<file path="src/rtl/tva_pkg.sv">
// Shared types and helpers for the MLP output serializer.
// Holds the stream FSM state encoding and the width helper used to size
// the element index and coordinate outputs.
package tva_pkg;

  typedef enum logic {
    S_IDLE   = 1'b0,
    S_STREAM = 1'b1
  } state_t;

  // Width needed to index n items; never narrower than one bit so that
  // degenerate dimensions (size 1) still produce a legal port.
  function automatic int idx_width(input int n);
    if (n <= 1) begin
      return 1;
    end
    return $clog2(n);
  endfunction

endpackage

</file>
<file path="src/rtl/mlp_out_serializer.sv">
// Ping-pong tensor buffer that captures a whole (L,N,E) tensor in one cycle
// and streams it out one element per handshake beat, in ascending flat index
// order, with the (l,n,e) coordinates of each element alongside.
module mlp_out_serializer
  import tva_pkg::*;
#(
  parameter int DATA_WIDTH = 16,
  parameter int L          = 8,
  parameter int N          = 1,
  parameter int E          = 8
) (
  input  logic                             clk,
  input  logic                             rst,
  input  logic                             in_valid,
  input  logic [DATA_WIDTH*L*N*E-1:0]      in_data,
  output logic                             m_valid,
  input  logic                             m_ready,
  output logic [DATA_WIDTH-1:0]            m_data,
  output logic [idx_width(L)-1:0]          m_l,
  output logic [idx_width(N)-1:0]          m_n,
  output logic [idx_width(E)-1:0]          m_e,
  output logic                             m_last_row,
  output logic                             m_last,
  output logic [1:0]                       buf_count,
  output logic                             overflow
);

  localparam int T     = L * N * E;
  localparam int IDX_W = idx_width(T);
  localparam int LW    = idx_width(L);
  localparam int NW    = idx_width(N);
  localparam int EW    = idx_width(E);
  localparam int BUF_W = DATA_WIDTH * T;
  localparam int SEL_W = idx_width(BUF_W);

  localparam logic [IDX_W-1:0] LAST_IDX = IDX_W'(T - 1);
  localparam logic [EW-1:0]    LAST_E   = EW'(E - 1);

  // Tensor storage; contents are only meaningful while counted as held.
  logic [BUF_W-1:0] buf_q [2];

  logic             wr_ptr_q, wr_ptr_d;
  logic             rd_ptr_q, rd_ptr_d;
  logic [1:0]       count_q, count_d;
  logic [IDX_W-1:0] elem_idx_q, elem_idx_d;
  logic             overflow_q, overflow_d;
  state_t           state_q, state_d;

  logic             beat;
  logic             final_beat;
  logic             capture;
  logic             drop;

  logic [31:0]      k_w;
  logic [SEL_W-1:0] bit_base;

  // A full buffer pair can still accept a tensor if the final beat frees
  // the reading buffer in the same cycle; the write lands in that buffer
  // on the same edge that moves rd_ptr away from it.
  assign beat       = (state_q == S_STREAM) && m_ready;
  assign final_beat = beat && (elem_idx_q == LAST_IDX);
  assign capture    = in_valid && ((count_q != 2'd2) || final_beat);
  assign drop       = in_valid && !capture;

  // Next-state for pointers, occupancy, element index and the sticky drop flag.
  always_comb begin
    wr_ptr_d   = wr_ptr_q;
    rd_ptr_d   = rd_ptr_q;
    count_d    = count_q;
    elem_idx_d = elem_idx_q;
    overflow_d = overflow_q;

    if (capture) begin
      wr_ptr_d = ~wr_ptr_q;
    end

    if (beat) begin
      if (final_beat) begin
        elem_idx_d = '0;
        rd_ptr_d   = ~rd_ptr_q;
      end else begin
        elem_idx_d = elem_idx_q + 1'b1;
      end
    end

    case ({capture, final_beat})
      2'b10:   count_d = count_q + 2'd1;
      2'b01:   count_d = count_q - 2'd1;
      default: count_d = count_q;
    endcase

    if (drop) begin
      overflow_d = 1'b1;
    end
  end

  // Stream FSM next state: idle until a capture, back to idle only when the
  // last held tensor finishes and nothing new arrives that cycle.
  always_comb begin
    state_d = state_q;
    case (state_q)
      S_IDLE: begin
        if (capture) begin
          state_d = S_STREAM;
        end
      end
      S_STREAM: begin
        if (final_beat && !capture && (count_q == 2'd1)) begin
          state_d = S_IDLE;
        end
      end
      default: state_d = S_IDLE;
    endcase
  end

  // Control registers, cleared asynchronously so a mid-stream reset stops output at once.
  always_ff @(posedge clk or posedge rst) begin
    if (rst) begin
      state_q    <= S_IDLE;
      wr_ptr_q   <= 1'b0;
      rd_ptr_q   <= 1'b0;
      count_q    <= 2'd0;
      elem_idx_q <= '0;
      overflow_q <= 1'b0;
    end else begin
      state_q    <= state_d;
      wr_ptr_q   <= wr_ptr_d;
      rd_ptr_q   <= rd_ptr_d;
      count_q    <= count_d;
      elem_idx_q <= elem_idx_d;
      overflow_q <= overflow_d;
    end
  end

  // Whole-tensor write into the buffer selected by wr_ptr; never touches the buffer being read.
  always_ff @(posedge clk) begin
    if (capture) begin
      buf_q[wr_ptr_q] <= in_data;
    end
  end

  // Element select and coordinate decode from the flat element index.
  assign k_w      = 32'(elem_idx_q);
  assign bit_base = SEL_W'(k_w * 32'(DATA_WIDTH));

  assign m_data     = buf_q[rd_ptr_q][bit_base +: DATA_WIDTH];
  assign m_e        = EW'(k_w % 32'(E));
  assign m_n        = NW'((k_w / 32'(E)) % 32'(N));
  assign m_l        = LW'(k_w / 32'(N * E));
  assign m_last_row = (m_e == LAST_E);
  assign m_last     = (elem_idx_q == LAST_IDX);

  // m_valid comes straight from the state register, so in_valid cannot reach it combinationally.
  assign m_valid   = (state_q == S_STREAM);
  assign buf_count = count_q;
  assign overflow  = overflow_q;

endmodule

</file>
<file path="config.mk">
export PLATFORM = sky130hd
export DESIGN_NAME = mlp_out_serializer
export DESIGN_NICKNAME = d
export VERILOG_FILES = /design/src/rtl/tva_pkg.sv /design/src/rtl/mlp_out_serializer.sv
export SDC_FILE = /design/constraint.sdc
export NUM_CORES = 2
export LEC_CHECK = 0
export ABC_CLOCK_PERIOD_IN_PS = 63900
export BUFFER_PORTS_ARGS = -buffer_cell sky130_fd_sc_hd__buf_4
export CAP_MARGIN = 20
export CORE_AREA = 2 2 413 415
export DETAILED_ROUTE_END_ITERATION = 10
export DIE_AREA = 0 0 415 417
export HOLD_SLACK_MARGIN = 0.12
export PLACE_DENSITY = 0.71
export SETUP_SLACK_MARGIN = 0.05
export SYNTH_ARGS = -nofsm -noshare
export SYNTH_HDL_FRONTEND = slang
export SYNTH_SLANG_ARGS = --single-unit
</file>
<file path="constraint.sdc">
create_clock -name clk -period 63.9 [get_ports clk]
set_clock_uncertainty 0.15 [all_clocks]
set_input_delay 6.39 -clock clk [delete_from_list [all_inputs] [get_ports clk]]
set_output_delay 6.39 -clock clk [all_outputs]
set_load 0.02 [all_outputs]
</file>
# == Yosys cells after proc, flatten, opt, wreduce, memory -nomap -nowiden ==
# Memories as Yosys holds them, arrays and structs flattened.
# Index checks and enable logic that the tools add are counted.
# totals
input_bits,1028
ramBits,2048
wordCells,36
regBits,12
n_memories,1
# classes
n_reduce_logical,10
shift,1
muxes,6
bitwise_logic,3
add_sub_neg,3
n_eq_ne,6
# memory_table
name,words,width,rd,rd_clocked_by_memory_dff,wr,line_no,source
buf_q,2,1024,1,0,1,mlp_out_serializer.sv:40,logic [BUF_W-1:0] buf_q [2];
# ops
cell,count
variable part select 1024 x 11 -> 16 bit,1
adder 6 x 1 -> 6 bit (second input constant),1
equality test 6 bit (second input constant),1
logical AND 1 bit,6
2-to-1 mux 6 bit,1
equality test 2 x 1 -> 1 bit (second input constant),2
one-hot mux 2 bit (2 select lines),1
equality test 3 bit (second input constant),1
2-to-1 mux 1 bit,3
inverter 1 bit,3
adder 2 x 1 -> 2 bit (second input constant),1
equality test 2 bit (second input constant),1
inequality test 2 bit (second input constant),1
one-hot mux 1 bit (2 select lines),1
AND reduction 2 bit,1
nonzero test 2 bit,1
subtractor 2 x 1 -> 2 bit (second input constant),1
zero test 1 bit,1
logical OR 1 bit,1

# == Depth between registers and ports, before layout ==
# depth
word_depth,9
ltp_mapped,10
mapped_depth_nobuf,6

# == Least setup slack after synthesis ==
# Ideal clock, no wire load.
# synth_timing
kind,input to register
start,in m_ready
end,mem buf_q[0][0] (netlist bit) (enable)
arrival_time_ns,49.417
setup_ns,2.448
required_time_ns,61.302
path_buffers,0
setup_slack_ns,11.884
stages,4
cell_sequence,nand2_1 > nor3_2 > o21ai_0 > nor2_1
# synth_via
elab_chain_cells,6
# synth_rtl
element,line_no,source
"start, declared",mlp_out_serializer.sv:17,"input logic m_ready,"
logical AND 1 bit,mlp_out_serializer.sv:60,assign beat = (state_q == S_STREAM) && m_ready;
logical AND 1 bit,mlp_out_serializer.sv:61,assign final_beat = beat && (elem_idx_q == LAST_IDX);
logical OR 1 bit,mlp_out_serializer.sv:62,assign capture = in_valid && ((count_q != 2'd2) || final_beat);
logical AND 1 bit,mlp_out_serializer.sv:62,
2-to-1 mux 1 bit,mlp_out_serializer.sv:137,if (capture) begin
2-to-1 mux 1 bit (not written as such),mlp_out_serializer.sv:138,buf_q[wr_ptr_q] <= in_data;
"end, declared",mlp_out_serializer.sv:40,
# Every way passes these cells.

# == Worst setup path after layout ==
# layout_timing
start,reg rd_ptr_q
end,out m_data[11]
# layout_via
elab_chain_cells,2
# layout_rtl
element,line_no,source
"start, declared",mlp_out_serializer.sv:43,"logic rd_ptr_q, rd_ptr_d;"
"start signal, assigned",mlp_out_serializer.sv:128,rd_ptr_q <= rd_ptr_d;
memory (2 x 1024 bit),--,
variable part select 1024 x 11 -> 16 bit,mlp_out_serializer.sv:146,assign m_data = buf_q[rd_ptr_q][bit_base +: DATA_WIDTH];
"end, declared",mlp_out_serializer.sv:18,"output logic [DATA_WIDTH-1:0] m_data,"
# Every way passes these cells.

==> results.toml <==
[cts]
cts-root-buf = "clkbuf_16"
cts.sinks = 2060
htreeDepth = 4
post_cts_buffers = 0
cts_tree = "done"
clk_latency_ps = 850
path_clk_slew_ps = 60
cts-resized-gates = 0
clk_path_buf_depth = 3
cts_buffers = 203
hold_buffers = 0

[detailed_routing]
drt_first_pass_iters = 6
wl_met2_um = 127000
route.met3.wl_um = 21300
wire_per_inst_um = 34.5
antenna_left = 0
finalWirelength_um = 248000
drtIter0Drc = 5354
routed_via_density = 5.93
drc = 0
num_vias = 42564
routed.top_layer = "met5"
wl_met1_um = 88500

[critical_path]
cp-end-kind = "output pin"
max_stage_delay_ps = 1040
path_cells = "buf_4 -> buf_4 -> buf_12 -> buf_4 -> mux4_2 -> a22oi_1 -> a21oi_1 -> nor2_1 -> a22oi_1 -> buf_4"
cp_data_arrival_time_ps = 6920
cpMostUsedCell = "buf_4"
required_ps = 57360
reg2regPathDepth = 12
r2r_end = "buf_q[1][971]$_DFFE_PP_"
start_kind = "flip-flop"
reg2reg_from = "elem_idx_q[3]$_DFFE_PP0P_"
cp_slowest_cell = "dfrtp_4"
crit_fanout = 97
rrSetupSlack_ps = 55240
crit_type = "reg -> out"

[power]
power_switching_share = 0.303
peakVddDrop_mv = 0.0285
p_switching_w = 0.00122
p_int_w = 0.00281
cellLeakagePower_nw = 32.2
comb_power_share = 0.234
power_frac_clock = 0.289
p_seq_frac = 0.477
power.density_mw_per_mm2 = 42.0

[timing]
worst-slew-pin-transition_ps = 1210
period_minus_slack_ps = 13460
fmax_ghz = 0.0743
maxSlewHeadroom = 0.190
fin_crit_sh = 0.211
setup-tns-final_ps = 0
slew_violations = 0
setup_viol = 0
hold_viol_final = 0
rsz0062_at_grt = "false"

[floorplan]
core_sq_mm = 0.169
num_rows = 151
start_util = 0.469
die_w_um = 415
io_pins = 1057
die_h_um = 417
die_area_sq_mm = 0.173

[final_layout]
area.growth.synth_to_final_pct = 21.5
finalCoreUtilization = 0.570
fillers = 12458
mostFrequentLayoutCells = "2048 x edfxtp_1, 1138 x buf_4, 414 x mux4_2"
layout.nets = 5732
final_common_cell = "edfxtp_1"
regArea_sq_mm = 0.0618
drive_gt1_frac = 0.404
multi_input_area_sq_mm = 0.0160

[run_status]
outcome = "completed"

[yosys]
synth_nets = 4581
ys_types = 72
avgSynthCellArea_sq_um = 22.3
synth_edf_count = 2048
synth_ff_type = "edfxtp_1"
syn_inst = 3549
syn_area_sq_mm = 0.0790
ys_seq_area_frac = 0.782
async_flop_share = 0.00583
synth_warnings = 0
ys_seq_elements = 2060

[global_routing]
grt_first_pass_wirelength_um = 335000
grt_usage = 0.282
grt-ovfl-total = 0
grt_pass1_vias = 43232
antenna_found_initial = 110
grt_max_degree = 167

[placement]
dp_hpwl_um = 177000
gp_congestion = 0.845
io_buffers = 1055

[hold_path]
hp-start = "overflow$_DFFE_PP0P_"
hold_path_end = "overflow$_DFFE_PP0P_"
holdPathStages = 2
holdCritPathClass = "reg -> reg"

[flow_run]
cap_viol_max_count = 0
-- cells by family after synthesis --
| kind of cell | Yosys count | synth area share |
|---|---|---|
| simple gates | 235 | 0.0152 |
| compound gates | 355 | 0.0310 |
| flops | 2060 | 0.782 |
| mux | 683 | 0.154 |
| xor+xnor | 4 | 0.000443 |
| buf+inv | 207 | 0.0168 |
| fa+ha+maj | 4 | 0.000633 |
| other cells | 1 | 0.0000474 |
-- power groups by stage --
stage | Sequential, W | Clock (W) | Combinational [W]
5_1_grt | 0.00195 | 0.00122 | 0.000987
3_3_place_gp | 0.00193 | 0 | 0.000944
3_5_place_dp | 0.00195 | 0 | 0.000951
6_report | 0.00192 | 0.00116 | 0.000943
4_1_cts | 0.00193 | 0.00118 | 0.000955
2_1_floorplan | 0.00253 | 0 | 0.000503
-- worst max-delay path: cells and delay by family, from the launching register on --
| family | cells | cell delay [ps] |
|---|---|---|
| buffers and inverters | 5 | 3100 |
| DFF | 1 | 1040 |
| AOI/OAI and AO/OA | 3 | 700 |
| muxes | 1 | 600 |
| and+or+nand+nor | 1 | 330 |
-- layout make-up --
| type | count | share of cell area |
|---|---|---|
| clock inverters | 114 | 0.0116 |
| repair buffers | 1145 | 0.0902 |
| well taps | 2218 | 0.0289 |
| diodes | 88 | 0.00229 |
| inverters | 8 | 0.000365 |
| flip-flops and latches | 2060 | 0.644 |
| clock buffers | 264 | 0.0558 |
| multi-input cells | 1282 | 0.167 |
-- per-stage QoR --
step / instances / hold slack (ps) / instance area [sq um] / power, W / setup slack (ps)
final: 7179 / 337 / 96000 / 0.00403 / 50440
after global placement: 6710 / 319 / 89300 / 0.00288 / 49930
after floorplan: 3549 / 318 / 79000 / 0.00303 / 11880
after global routing: 7167 / 363 / 96000 / 0.00416 / 49840
after CTS: 7090 / 338 / 95800 / 0.00406 / 50170
after detailed placement: 6712 / 324 / 89300 / 0.00290 / 49780
-- registers in the layout (all words and copies together) (netlist names) --
register	count
buf_q	2048
elem_idx_q	6
buf_count	2
m_valid	1
overflow	1
rd_ptr_q	1
wr_ptr_q	1
-- synth_stat cells, types with 6 or more instances --
library cell	count	share of area
a21oi_1	54	0.0034
nor2b_1	21	0.0017
buf_4	32	0.0030
a2111oi_0	6	0.00066
dfrtp_1	12	0.0038
nand3b_1	8	0.00076
and3_1	6	0.00047
buf_2	43	0.0027
nand2b_1	7	0.00055
o41ai_1	6	0.00066
mux4_2	414	0.12
a22o_1	7	0.00078
a22oi_1	74	0.0070
nand2_1	67	0.0032
clkbuf_1	69	0.0033
buf_1	13	0.00062
o21ai_0	15	0.00095
nor2_1	39	0.0019
nand3_1	16	0.0010
a211oi_1	26	0.0025
edfxtp_1	2048	0.78
nor3_1	27	0.0017
nand4_1	9	0.00071
nor4_1	8	0.00063
mux2_1	8	0.0011
o22ai_1	106	0.0084
a221oi_1	14	0.0016
a31oi_1	6	0.00047
buf_6	33	0.0047
inv_1	7	0.00033
mux2_2	97	0.014
mux2i_1	161	0.020
-- worst max path at each step --
stage	slack [ps]	cells after the start	to	from
5_1_grt	49840	10	m_data[11]	rd_ptr_q$_DFFE_PP0P_
2_1_floorplan	11880	4	buf_q[0][0]$_DFFE_PP_	m_ready
3_5_place_dp	49780	11	buf_q[1][731]$_DFFE_PP_	m_ready
3_3_place_gp	49930	11	buf_q[1][731]$_DFFE_PP_	m_ready
6_report	50440	10	m_data[11]	rd_ptr_q$_DFFE_PP0P_
4_1_cts	50170	11	m_data[2]	rd_ptr_q$_DFFE_PP0P_
-- metal layers --
layer	global-route usage	vias to the layer above
li1	-	17524
met1	0.345	22262
met2	0.467	2317
met3	0.0694	423
met4	0.146	38
met5	0	-
No activity file was read; power rests on OpenSTA's default activity.
